File: config.mk
export PLATFORM = sky130hd
export DESIGN_NAME = io_ccff_load_ctrl_flat
export DESIGN_NICKNAME = d
export VERILOG_FILES = /design/src/rtl/io_ccff_load_ctrl_if.sv /design/src/rtl/io_ccff_load_ctrl.sv /design/src/flat_wrapper.sv
export SDC_FILE = /design/constraint.sdc
export NUM_CORES = 1
export LEC_CHECK = 0
export CAP_MARGIN = 5
export CORE_AREA = 2 2 67 69
export DETAILED_ROUTE_END_ITERATION = 10
export DIE_AREA = 0 0 69 71
export GPL_TIMING_DRIVEN = 0
export PLACE_DENSITY_LB_ADDON = 0.3
export SLEW_MARGIN = 40
export SYNTH_ARGS = -nofsm -noshare
export SYNTH_HDL_FRONTEND = slang
export SYNTH_SLANG_ARGS = --single-unit
File: constraint.sdc
create_clock -name prog_clk -period 2.7 [get_ports prog_clk]
set_clock_uncertainty 0.05 [all_clocks]
set_input_delay 0.675 -clock prog_clk [delete_from_list [all_inputs] [get_ports prog_clk]]
set_output_delay 0.675 -clock prog_clk [all_outputs]
set_load 0.02 [all_outputs]
File: src/rtl/io_ccff_load_ctrl_if.sv
// Host-side word write handshake for the IO tile configuration-chain loader.
interface io_ccff_load_ctrl_if #(
    parameter int WORD_W = 8
);
    logic              wr_valid;
    logic [WORD_W-1:0] wr_data;
    logic              wr_ready;

    modport master (output wr_valid, output wr_data, input wr_ready);
    modport slave  (input wr_valid, input wr_data, output wr_ready);
endinterface

File: src/rtl/io_ccff_load_ctrl.sv
// Serialises host words LSB-first onto an IO-column ccff chain, sequencing isolation and config_enable.
// Define IO_CCFF_VERIFY_EN to add a recirculating CRC-8 readback pass after the load.
//
// state    | meaning
// S_IDLE   | waiting for start; IO_ISOL_N reflects last completed load
// S_ISOL   | pads isolated, settle timer running, first word may be prefetched
// S_SHIFT  | config_enable high, one bit per cycle while the buffer holds data
// S_VERIFY | chain recirculated once through ccff_tail, CRC compared
// S_SETTLE | config_enable low, timer running before isolation release
module io_ccff_load_ctrl #(
    parameter int CHAIN_LEN = 48,
    parameter int WORD_W    = 8,
    parameter int ISOL_CYC  = 4
) (
    input  logic                prog_clk,
    input  logic                pReset,
    input  logic                start,
    io_ccff_load_ctrl_if.slave  host,
    output logic                ccff_head,
    output logic                ccff_shift_en,
    input  logic                ccff_tail,
    output logic                config_enable,
    output logic                IO_ISOL_N,
    output logic                busy,
    output logic                done,
    output logic                crc_err
);
    localparam int NWORDS = (CHAIN_LEN + WORD_W - 1) / WORD_W;
    localparam int BCW    = $clog2(CHAIN_LEN + 1);
    localparam int WCW    = $clog2(NWORDS + 1);
    localparam int KW     = $clog2(WORD_W + 1);
    localparam int TW     = (ISOL_CYC > 1) ? $clog2(ISOL_CYC) : 1;

    typedef enum logic [2:0] {
        S_IDLE,
        S_ISOL,
        S_SHIFT,
        S_SETTLE
`ifdef IO_CCFF_VERIFY_EN
        , S_VERIFY
`endif
    } state_t;

    state_t            state_q, state_d;
    logic [TW-1:0]     tmr_q, tmr_d;
    logic [BCW-1:0]    bit_cnt_q, bit_cnt_d;
    logic [WCW-1:0]    words_q, words_d;
    logic [WORD_W-1:0] buf_q, buf_d;
    logic [KW-1:0]     buf_cnt_q, buf_cnt_d;
    logic              head_q, head_d;
    logic              shift_q, shift_d;
    logic              cfg_en_q, cfg_en_d;
    logic              isol_n_q, isol_n_d;
    logic              done_q, done_d;
    logic              ready_q, ready_d;
    logic              accept;

`ifdef IO_CCFF_VERIFY_EN
    logic [7:0]     crc_a_q, crc_a_d;
    logic [7:0]     crc_b_q, crc_b_d;
    logic [BCW-1:0] vcnt_q, vcnt_d;
    logic           crc_err_q, crc_err_d;

    function automatic logic [7:0] crc8_step(input logic [7:0] crc, input logic b);
        logic fb;
        fb = crc[7] ^ b;
        return {crc[6:0], 1'b0} ^ (fb ? 8'h07 : 8'h00);
    endfunction
`endif

    always_comb begin
        state_d   = state_q;
        tmr_d     = tmr_q;
        bit_cnt_d = bit_cnt_q;
        words_d   = words_q;
        buf_d     = buf_q;
        buf_cnt_d = buf_cnt_q;
        head_d    = head_q;
        shift_d   = 1'b0;
        cfg_en_d  = cfg_en_q;
        isol_n_d  = isol_n_q;
        done_d    = 1'b0;
        accept    = host.wr_valid && ready_q;
`ifdef IO_CCFF_VERIFY_EN
        crc_a_d   = crc_a_q;
        crc_b_d   = crc_b_q;
        vcnt_d    = vcnt_q;
        crc_err_d = crc_err_q;
`endif
        case (state_q)
            S_IDLE: begin
                if (start) begin
                    state_d   = S_ISOL;
                    isol_n_d  = 1'b0;
                    tmr_d     = TW'(ISOL_CYC - 1);
                    bit_cnt_d = '0;
                    words_d   = '0;
`ifdef IO_CCFF_VERIFY_EN
                    crc_err_d = 1'b0;
                    crc_a_d   = '0;
                    crc_b_d   = '0;
`endif
                end
            end
            S_ISOL: begin
                if (accept) begin
                    buf_d     = host.wr_data;
                    buf_cnt_d = KW'(WORD_W);
                    words_d   = words_q + 1'b1;
                end
                if (tmr_q == '0) begin
                    state_d  = S_SHIFT;
                    cfg_en_d = 1'b1;
                end else begin
                    tmr_d = tmr_q - 1'b1;
                end
            end
            S_SHIFT: begin
                // Leave only once the last bit's shift_en cycle has been seen by the chain.
                if (bit_cnt_q == BCW'(CHAIN_LEN)) begin
                    buf_d     = '0;
                    buf_cnt_d = '0;
`ifdef IO_CCFF_VERIFY_EN
                    state_d   = S_VERIFY;
                    vcnt_d    = BCW'(CHAIN_LEN - 1);
`else
                    state_d   = S_SETTLE;
                    cfg_en_d  = 1'b0;
                    tmr_d     = TW'(ISOL_CYC - 1);
`endif
                end else if (buf_cnt_q != '0) begin
                    head_d    = buf_q[0];
                    shift_d   = 1'b1;
                    buf_d     = buf_q >> 1;
                    buf_cnt_d = buf_cnt_q - 1'b1;
                    bit_cnt_d = bit_cnt_q + 1'b1;
`ifdef IO_CCFF_VERIFY_EN
                    crc_a_d   = crc8_step(crc_a_q, buf_q[0]);
`endif
                end else if (accept) begin
                    head_d    = host.wr_data[0];
                    shift_d   = 1'b1;
                    buf_d     = host.wr_data >> 1;
                    buf_cnt_d = KW'(WORD_W - 1);
                    words_d   = words_q + 1'b1;
                    bit_cnt_d = bit_cnt_q + 1'b1;
`ifdef IO_CCFF_VERIFY_EN
                    crc_a_d   = crc8_step(crc_a_q, host.wr_data[0]);
`endif
                end
            end
`ifdef IO_CCFF_VERIFY_EN
            S_VERIFY: begin
                crc_b_d = crc8_step(crc_b_q, ccff_tail);
                if (vcnt_q == '0) begin
                    state_d   = S_SETTLE;
                    cfg_en_d  = 1'b0;
                    tmr_d     = TW'(ISOL_CYC - 1);
                    crc_err_d = (crc_a_q != crc8_step(crc_b_q, ccff_tail));
                end else begin
                    vcnt_d = vcnt_q - 1'b1;
                end
            end
`endif
            S_SETTLE: begin
                if (tmr_q == '0) begin
                    state_d  = S_IDLE;
                    isol_n_d = 1'b1;
                    done_d   = 1'b1;
                end else begin
                    tmr_d = tmr_q - 1'b1;
                end
            end
            default: state_d = S_IDLE;
        endcase
        ready_d = (buf_cnt_d == '0) && (state_d == S_ISOL || state_d == S_SHIFT)
                  && (words_d < WCW'(NWORDS));
    end

    always_ff @(posedge prog_clk) begin
        if (!pReset) begin
            state_q   <= S_IDLE;
            tmr_q     <= '0;
            bit_cnt_q <= '0;
            words_q   <= '0;
            buf_q     <= '0;
            buf_cnt_q <= '0;
            head_q    <= 1'b0;
            shift_q   <= 1'b0;
            cfg_en_q  <= 1'b0;
            isol_n_q  <= 1'b0;
            done_q    <= 1'b0;
            ready_q   <= 1'b0;
`ifdef IO_CCFF_VERIFY_EN
            crc_a_q   <= '0;
            crc_b_q   <= '0;
            vcnt_q    <= '0;
            crc_err_q <= 1'b0;
`endif
        end else begin
            state_q   <= state_d;
            tmr_q     <= tmr_d;
            bit_cnt_q <= bit_cnt_d;
            words_q   <= words_d;
            buf_q     <= buf_d;
            buf_cnt_q <= buf_cnt_d;
            head_q    <= head_d;
            shift_q   <= shift_d;
            cfg_en_q  <= cfg_en_d;
            isol_n_q  <= isol_n_d;
            done_q    <= done_d;
            ready_q   <= ready_d;
`ifdef IO_CCFF_VERIFY_EN
            crc_a_q   <= crc_a_d;
            crc_b_q   <= crc_b_d;
            vcnt_q    <= vcnt_d;
            crc_err_q <= crc_err_d;
`endif
        end
    end

    assign host.wr_ready = ready_q;
    assign config_enable = cfg_en_q;
    assign IO_ISOL_N     = isol_n_q;
    assign busy          = (state_q != S_IDLE);
    assign done          = done_q;

`ifdef IO_CCFF_VERIFY_EN
    // Recirculation must be combinational so the chain length is preserved.
    assign ccff_head     = (state_q == S_VERIFY) ? ccff_tail : head_q;
    assign ccff_shift_en = (state_q == S_VERIFY) | shift_q;
    assign crc_err       = crc_err_q;
`else
    logic unused_tail;
    assign unused_tail   = ccff_tail;
    assign ccff_head     = head_q;
    assign ccff_shift_en = shift_q;
    assign crc_err       = 1'b0;
`endif
endmodule

File: src/flat_wrapper.sv
// flat-port wrapper written by rule: the top's interface ports become plain ports
module io_ccff_load_ctrl_flat 
#(
    parameter int CHAIN_LEN = 48,
    parameter int WORD_W    = 8,
    parameter int ISOL_CYC  = 4
)
  (prog_clk, pReset, start, ccff_head, ccff_shift_en, ccff_tail, config_enable, IO_ISOL_N, busy, done, crc_err, host_wr_valid, host_wr_data, host_wr_ready);
  io_ccff_load_ctrl_if #(.WORD_W(WORD_W)) host_i ();
  input  logic prog_clk;
  input  logic pReset;
  input  logic start;
  output logic ccff_head;
  output logic ccff_shift_en;
  input  logic ccff_tail;
  output logic config_enable;
  output logic IO_ISOL_N;
  output logic busy;
  output logic done;
  output logic crc_err;
  input wire logic [$bits(host_i.wr_valid)-1:0] host_wr_valid;
  input wire logic [$bits(host_i.wr_data)-1:0] host_wr_data;
  output wire logic [$bits(host_i.wr_ready)-1:0] host_wr_ready;
  assign host_i.wr_valid = host_wr_valid;
  assign host_i.wr_data = host_wr_data;
  assign host_wr_ready = host_i.wr_ready;
  io_ccff_load_ctrl #(.CHAIN_LEN(CHAIN_LEN), .WORD_W(WORD_W), .ISOL_CYC(ISOL_CYC)) u_core (.prog_clk(prog_clk), .pReset(pReset), .start(start), .host(host_i), .ccff_head(ccff_head), .ccff_shift_en(ccff_shift_en), .ccff_tail(ccff_tail), .config_enable(config_enable), .IO_ISOL_N(IO_ISOL_N), .busy(busy), .done(done), .crc_err(crc_err));
endmodule
# [After elaboration in Yosys (flattened, before gate mapping)]
# Cells that the tools add are included.
[op_classes] add_sub_neg=4 n_mul=0 div_mod_pow=0 n_lt_le_gt_ge=1 n_eq_ne=15 shift=0 n_mux=39 n_bitwise=3 reduce_logical=23
[ops] cell="$mux 8" count=4
[ops] cell="$mux 3" count=8
[ops] cell="$mux 6" count=4
[ops] cell="$mux 4" count=4
[ops] cell="$pmux 8 s2" count=1
[ops] cell="$pmux 3 s4" count=1
[ops] cell="$pmux 6 s2" count=1
[ops] cell="$reduce_and 3->1" count=4
[ops] cell="$eq 3x2->1 const B" count=3
[ops] cell="$pmux 3 s3" count=1
[ops] cell="$mux 1" count=8
[ops] cell="$ne 2x1->1 const B" count=4
[ops] cell="$pmux 4 s2" count=1
[ops] cell="$reduce_and 4->1" count=2
[ops] cell="$reduce_bool 2->1" count=4
[ops] cell="$add 6x1->6 const B" count=1
[ops] cell="$eq 3x1->1 const B" count=2
[ops] cell="$eq 6x6->1 const B" count=1
[ops] cell="$mux 2" count=3
[ops] cell="$ne 2x2->1 const B" count=3
[ops] cell="$pmux 2 s3" count=1
[ops] cell="$reduce_bool 3->1" count=2
[ops] cell="$logic_not 4->1" count=1
[ops] cell="$ne 4x1->1 const B" count=1
[ops] cell="15 further kinds" count=20
[word_totals] reg_bits=32 latchBits=0 ram_bits=0 rom_bits=0 output_inout_bits=8 wordCells=97 memories=0

# [Logic depth before layout (Yosys ltp)]
# Gate-level depths: netlist of run 1.
[depth] depth_word=8 ltp_mapped=8 mapped_depth_nobuf=7

# [Worst setup path before layout of run 1]
# Ideal clock, no wire load.
[synth_timing] path_type="flip-flop to flip-flop" startpoint="reg u_core.buf_cnt_q[0]" endpoint="reg u_core.ready_q, in the netlist u_core.host.wr_ready" arrival_ps=2166 required_time_ps=2547 setup_slack_ps=380 stages_incl_launch_ff=9 period_less_slack_ps=2320 cell_sequence="dfxtp_1 -> inv_1 -> ha_1 -> or3b_4 -> buf_6 -> a211o_4 -> a221o_1 -> a32o_1 -> a2111oi_2"
[synth_between] elab_chain_len=7 elab_cells_between_ends=14
[synth_rtl] item="start: declaration" line_no="io_ccff_load_ctrl.sv:49" text="logic [KW-1:0] buf_cnt_q, buf_cnt_d;"
[synth_rtl] item="start signal: assignment" line_no="io_ccff_load_ctrl.sv:206" text="buf_cnt_q <= buf_cnt_d;"
[synth_rtl] item="$sub 4x1->4, or another cell as far along" line_no="io_ccff_load_ctrl.sv:135" text="buf_cnt_d = buf_cnt_q - 1'b1;"
[synth_rtl] item="$mux 4" line_no="io_ccff_load_ctrl.sv:131" text="end else if (buf_cnt_q != '0) begin"
[synth_rtl] item="$mux 4" line_no="io_ccff_load_ctrl.sv:120" text="if (bit_cnt_q == BCW'(CHAIN_LEN)) begin"
[synth_rtl] item="$pmux 4 s2" line_no="io_ccff_load_ctrl.sv:90" text="case (state_q)"
[synth_rtl] item="$logic_not 4->1" line_no="io_ccff_load_ctrl.sv:176" text="ready_d = (buf_cnt_d == '0) && (state_d == S_ISOL || state_d == S_SHIFT)"
[synth_rtl] item="$logic_and 1x1->1" line_no="io_ccff_load_ctrl.sv:176"
[synth_rtl] item="$logic_and 1x1->1 *" line_no="io_ccff_load_ctrl.sv:177" text="&& (words_d < WCW'(NWORDS));"
[synth_rtl] item="end signal: assignment" line_no="io_ccff_load_ctrl.sv:212" text="ready_q <= ready_d;"
[synth_rtl] item="end: declaration" line_no="io_ccff_load_ctrl.sv:55" text="logic ready_q, ready_d;"
# Every way passes the cells marked *; elsewhere a longest branch is shown, timed or not.
# A chain may end at the register's enable or synchronous reset.

# [Worst setup path in the final report of run 1]
[layout_timing] startpoint="in host_wr_valid" endpoint="reg u_core.buf_q[2]"
[layout_between] elab_chain_len=3 elab_cells_between_ends=4
[layout_rtl] item="start: declaration" line_no="flat_wrapper.sv:21" text="input wire logic [$bits(host_i.wr_valid)-1:0] host_wr_valid;"
[layout_rtl] item="$logic_and 1x1->1 *" line_no="io_ccff_load_ctrl.sv:83" text="accept = host.wr_valid && ready_q;"
[layout_rtl] item="$ne 4x1->1 (no line) / $ne 2x1->1 (equally long branches)"
[layout_rtl] item="$reduce_and 3->1 (no line) *"
[layout_rtl] item="end signal: assignment" line_no="io_ccff_load_ctrl.sv:205" text="buf_q <= buf_d;"
[layout_rtl] item="end: declaration" line_no="io_ccff_load_ctrl.sv:48" text="logic [WORD_W-1:0] buf_q, buf_d;"
# Marks and branches as above.

==> reports/results.tsv, run 1 <==
stage	metric	value	unit
die	Die Width	69	um
sta	Hold WS	0.428	ns
detailed_routing	DR vias/cell	5.34	
power_and_ir_drop	Leakage Power	0.000858	uW
worst_hold_path	min-delay worst type	reg2reg	
sta	RSZ-0062 raised after global routing	no	
synthesis	Synth Area per Inst	8.57	um^2
detailed_routing	DR WL/cell	13.4	um
grt	vias in the first global route	1393	
synthesis	Yosys top cell area share	0.358	
grt	initial antenna violation count	0	
synthesis	Synth Flop Type	dfxtp_1	
final_layout	Area Overhead vs Synth	19.2	%
detailed_routing	drt first-iter violations	80	
sta	Worst Tran Pin Value	0.499	ns
die	full die area	4900	um^2
final_layout	layout cells sized above 1	0.153	
critical_path	CP Capture Type	flip-flop	
detailed_routing	antenna viol nets, final	0	
placement	routability cong.	0.850	
die	IO Count	21	
detailed_routing	DR DRC count	0	
critical_path	Worst setup SP type	primary input	
placement	Placed Instance Area	2030	um^2
clock_tree	CTS tree	built	
final_layout	commonest non-fill, non-tap cell in the layout	nand2_1	
sta	Slew headroom	0.667	
synthesis	mapped cell area	1790	um^2
final_layout	Design Area, Final	2140	um^2
sta	Slew Limit Fails	0	
detailed_routing	TritonRoute pass-1 iters	4	
sta	post-route clock period utilization	0.948	
clock_tree	Hold-fix buffers, CTS	0	
grt	GRT Total Usage	0.162	
clock_tree	Clock Sinks	32	
clock_tree	Max clock buf depth	2	
die	core area	4200	um^2
final_layout	most frequent cells in the layout	36 x nand2_1, 32 x dfxtp_1, 17 x clkdlybuf4s50_1, 13 x a21oi_1, 12 x nor2_1	
grt	Remaining Overflow, GRT	0	
critical_path	WP data required	2.84	ns
die	starting density of the core	0.426	
detailed_routing	DR vias	1532	
clock_tree	root buffer cell	clkbuf_8	
sta	Final Hold Fails	0	
clock_tree	htree depth	2	
critical_path	slowest CP cell	clkdlybuf4s50_1	
grt	largest net degree at the start of global routing	11	
synthesis	Post-synth ARST share	0	
placement	dpl hpwl	2790	um
critical_path	CP arrival	2.70	ns
clock_tree	TritonCTS Buffers	5	
synthesis	Unique masters post-synth	62	
grt	first-pass GRT wire length	6280	um
placement	IO Port Bufs	17	
critical_path	CP cell instances	clkdlybuf4s50_1 > nand4b_1 > a21o_2 > a31oi_2 > clkbuf_1 > nand2_1 > o211a_1	
synthesis	top cells by area, synth	dfxtp_1 36%, nand2_1 7.5%, a21oi_1 3.6%, ha_1 3.5%, a211oi_1 2.9%	
critical_path	kind of critical path	in2reg	
synthesis	Synth warnings	0	
synthesis	Synth area leader	dfxtp_1	
sta	min Tclk post-route	2.56	ns
synthesis	Syn Inst Count	209	
detailed_routing	drt total wl	3840	um
final_layout	fin nets	252	
die	Core Rows	24	
critical_path	slowest stage delay, CP	0.54	ns
die	die height	71	um
power_and_ir_drop	PD cells	455	nW/um^2
synthesis	Seq cells post-synth	32	
sta	Setup TNS	0	ns
run	number of max-cap violations	0	
sta	Max Clk Rate	391	MHz
run_status	status	complete, no violations	
final_layout	diode count	0	
synthesis	Seq/Total Area, Yosys	0.358	
clock_tree	clock slew at reported path FFs	0.07	ns
power_and_ir_drop	worst vdd ir	0.297	mV
sta	Setup-failing EPs final	0	
synthesis	number of enable flip-flop cells after synthesis	0	
critical_path	Critical Path Fanout Max	10	
clock_tree	clk_lat worst skew	0.29	ns
## power by group
part | internal, uW | switching [uW] | leakage, uW
clock network | 203 | 183 | 0.0000510
registers | 479 | 6.74 | 0.000259
logic | 48.6 | 51.4 | 0.000548
total | 731 | 241 | 0.000858
## metrics by stage
step / setup slack [ns] / std cells / power (uW) / utilization
after floorplan: 0.380 / 210 / 559 / -
after global placement: -0.237 / 279 / 595 / 0.483
after detailed placement: -0.291 / 279 / 596 / 0.483
after CTS: 0.0136 / 287 / 982 / 0.505
after global routing: 0.00769 / 287 / 1010 / 0.508
final: 0.139 / 287 / 971 / 0.508
## layer usage
| metal | share of wire | wire, um | global-route usage |
|---|---|---|---|
| met1 | 0.51 | 1950 | 0.208 |
| met2 | 0.44 | 1700 | 0.251 |
| met3 | 0.027 | 102 | 0.0442 |
| met4 | 0.020 | 76 | 0.0850 |
| met5 | 0 | 0 | 0 |
## registers in the layout, indices dropped and copies added (netlist names)
register and flops:
u_core.tmr_q 2, u_core.state_q 3, u_core.words_q 3, u_core.buf_q 8, u_core.ccff_head 1, u_core.bit_cnt_q 6, u_core.IO_ISOL_N 1, u_core.ccff_shift_en 1
u_core.config_enable 1, u_core.buf_cnt_q 4, u_core.host.wr_ready 1, u_core.done 1
## critical path, delay by kind of cell
family,cells,cell delay [ns]
buffers and inverters,2,0.95
AO/OA/AOI/OAI,3,0.78
AND/OR/NAND/NOR,2,0.28
## cell usage after synthesis, types with 2 or more instances
cell,n
a21oi_1,13
mux2_2,3
nor2b_1,2
a22oi_1,7
or3_1,2
nor3b_1,2
a31oi_1,2
nor2_1,12
and2_1,6
nand2_1,36
nand2b_1,2
buf_6,2
a211oi_1,7
or2b_2,3
clkbuf_1,5
inv_1,7
xor2_1,3
dfxtp_1,32
o31ai_1,3
o21ai_0,5
o211a_1,5
nand3_1,4
buf_4,2
ha_1,5
buf_2,2
## cell type report
type / count / area [um^2]
flip-flops and latches: 32 / 641
repair buffers: 17 / 170
well taps: 52 / 65.1
plain buffers: 12 / 80.1
clock buffers: 6 / 82.6
multi-input cells: 158 / 1060
inverters: 8 / 30.0
fillers: 432 / 2070
clock inverters: 2 / 10.0
## repair_timing
action / 4_1_cts / 5_1_grt
buffers inserted: 0 / 0
resized for setup: 0 / 2
setup endpoints to repair: 0 / 8
## logic make-up (layout without fill, tap and decap cells)
kind of cell / Yosys count / after routing / synth area share
and+or+nand+nor: 84 / 84 / 0.251
AOI/OAI and AO/OA: 60 / 60 / 0.253
DFF: 32 / 32 / 0.358
buffers and inverters: 20 / 45 / 0.0614
adders and majority gates: 5 / 5 / 0.0349
muxes: 4 / 4 / 0.0244
xor gates and xnor gates: 3 / 3 / 0.0147
other: 1 / 2 / 0.00209
## final timing paths
check	from	endpoint	slack, ns	depth (start not counted)
min	u_core.config_enable	u_core.config_enable	0.43	2
min reg2reg	u_core.config_enable	u_core.config_enable	0.43	2
max	host_wr_valid	u_core.buf_q[2]	0.14	7
max reg2reg	u_core.buf_cnt_q[0]	u_core.host.wr_ready	0.19	8
No activity file was read; power rests on OpenSTA's default activity.
==> inputs of run 2 (changes only) <==
--- a/config.mk
+++ b/config.mk
@@ -11,6 +11,7 @@
 export DIE_AREA = 0 0 69 71
 export GPL_TIMING_DRIVEN = 0
 export PLACE_DENSITY_LB_ADDON = 0.3
+export SETUP_SLACK_MARGIN = 0.3
 export SLEW_MARGIN = 40
 export SYNTH_ARGS = -nofsm -noshare
 export SYNTH_HDL_FRONTEND = slang
==> reports/results.tsv, run 2 (synthesis gave the netlist of run 1 again) <==
stage	metric	value	unit	change
sta	Max Clk Rate	421	MHz	+7.8%
critical_path	CP Capture Type	flip-flop		
critical_path	CP bufs+invs	2		unchanged
sta	Setup TNS	0	ns	unchanged
final_layout	most frequent cells in the layout	36 x nand2_1, 30 x dfxtp_1, 15 x clkdlybuf4s50_1, 13 x a21oi_1, 12 x nor2_1		
die	full die area	4900	um^2	unchanged
grt	first-pass GRT wire length	6380	um	+1.5%
power_and_ir_drop	worst vdd ir	0.287	mV	-3.3%
run	number of max-cap violations	0		unchanged
clock_tree	htree depth	2		unchanged
clock_tree	clk_lat worst skew	0.29	ns	about the same
sta	Final Hold Fails	0		unchanged
critical_path	CP arrival	2.52	ns	-0.18 ns
final_layout	Fillers	427		-1.2%
sta	min Tclk post-route	2.38	ns	-0.185 ns
die	core area	4200	um^2	unchanged
run_status	status	complete, no violations		
worst_hold_path	min-delay worst type	reg2reg		
die	Core Rows	24		unchanged
critical_path	cell family with most CP delay	compound AO/OA/AOI/OAI gates		
clock_tree	root buffer cell	clkbuf_8		
sta	Slew headroom	0.660		-0.00722
sta	Slew Limit Fails	0		unchanged
sta	post-route clock period utilization	0.880		-0.0687
final_layout	Non-Filler Instances	289		+0.70%
placement	IO Port Bufs	17		unchanged
grt	Remaining Overflow, GRT	0		unchanged
final_layout	flip-flop count of the largest register after layout	8		unchanged
detailed_routing	drt total wl	3970	um	+3.4%
critical_path	slowest CP cell	dfxtp_4		
clock_tree	CTS tree	built		
clock_tree	Max clock buf depth	2		unchanged
clock_tree	TritonCTS Buffers	5		unchanged
final_layout	Largest Register	u_core.buf_q		
final_layout	layout cells sized above 1	0.198		+0.0451
placement	routability cong.	0.850		unchanged
power_and_ir_drop	Leakage Power	0.000890	uW	+3.7%
die	Die Width	69	um	unchanged
grt	vias in the first global route	1400		+0.50%
final_layout	Area Overhead vs Synth	21.9	%	
final_layout	diode count	0		unchanged
placement	dpl hpwl	2790	um	unchanged
grt	GRT Total Usage	0.165		+0.00300
critical_path	WP data required	2.85	ns	about the same
critical_path	slowest stage delay, CP	0.37	ns	-0.17 ns
grt	initial antenna violation count	0		unchanged
final_layout	Largest regs	u_core.buf_q (8), u_core.bit_cnt_q (6), u_core.buf_cnt_q (4)		
die	starting density of the core	0.426		unchanged
sta	RSZ-0062 raised after global routing	yes		
critical_path	CP cell instances	inv_2 > ha_4 > or3b_4 > buf_6 > a211o_4 > a221o_1 > a32o_2 > a2111oi_4		
grt	largest net degree at the start of global routing	11		unchanged
detailed_routing	DR vias/cell	5.43		+1.8%
clock_tree	Clock Sinks	32		unchanged
critical_path	Critical Path Fanout Max	8		-2
sta	Worst Tran Pin Value	0.510	ns	+0.0108 ns
power_and_ir_drop	PD cells	447	nW/um^2	-1.7%
clock_tree	clock slew at reported path FFs	0.07	ns	about the same
detailed_routing	TritonRoute pass-1 iters	5		+1
die	IO Count	21		unchanged
detailed_routing	antenna viol nets, final	0		unchanged
detailed_routing	DR WL/cell	13.7	um	+2.7%
critical_path	kind of critical path	reg2reg		
detailed_routing	DR DRC count	0		unchanged
critical_path	Worst setup SP type	flip-flop		
detailed_routing	drt first-iter violations	81		+1.3%
die	die height	71	um	unchanged
final_layout	fin nets	254		+0.79%
placement	Inst Count DP	279		unchanged
sta	Setup-failing EPs final	0		unchanged
detailed_routing	DR vias	1570		+2.5%
final_layout	commonest non-fill, non-tap cell in the layout	nand2_1		
run 2: final cells by class:
class                   instances  area, um^2  share of cell area
multi-input cells             158        1080               0.496
flip-flops and latches         32         646               0.296
repair buffers                 19         183              0.0837
plain buffers                  12        83.8              0.0384
clock buffers                   6        82.6              0.0378
well taps                      52        65.1              0.0298
inverters                       8        30.0              0.0138
clock inverters                 2        10.0             0.00458
run 2: final timing paths:
kind	startpoint	endpoint	slack [ns]	depth (start not counted)
worst max register to register	u_core.buf_cnt_q[0]	u_core.host.wr_ready	0.32	8
worst min register to register	u_core.config_enable	u_core.config_enable	0.43	2
worst min-delay path	u_core.config_enable	u_core.config_enable	0.43	2
worst max-delay path	u_core.buf_cnt_q[0]	u_core.host.wr_ready	0.32	8
run 2: worst register-to-register path, stage by stage (launching register included):
cell and delay (ns):
dfxtp_4 0.37, inv_2 0.07, ha_4 0.14, or3b_4 0.37, buf_6 0.15, a211o_4 0.27
a221o_1 0.30, a32o_2 0.25, a2111oi_4 0.32
run 2: metrics by stage:
step	setup WS (ns)	power [uW]	hold slack [ns]	utilization	cell area, um^2
after floorplan	0.380	559	0.396	-	1800
after global placement	-0.237	595	0.410	0.483	2030
after detailed placement	-0.291	596	0.419	0.483	2030
after CTS	0.313	981	0.431	0.511	2150
after global routing	0.231	1010	0.457	0.519	2180
final	0.325	976	0.428	0.519	2180
run 2: what timing repair did:
item,in CTS,in global routing
pin swaps,1,2
resized for setup,11,6
hold endpoints to repair,0,0
setup endpoints to repair,11,2
setup buffers,0,2
hold buffers,0,0
run 2: metal layers:
layer  routed length [um]  track usage  share of wire
met5                    0            0              0
met4                   93       0.0850          0.023
met3                  148       0.0442          0.037
met2                 1790        0.255           0.45
met1                 1930        0.213           0.49
run 2: where the power goes:
| group | switching (uW) | leakage, uW | internal (uW) |
|---|---|---|---|
| logic | 52.2 | 0.000579 | 49.0 |
| registers | 6.81 | 0.000260 | 478 |
| clock network | 187 | 0.0000510 | 203 |
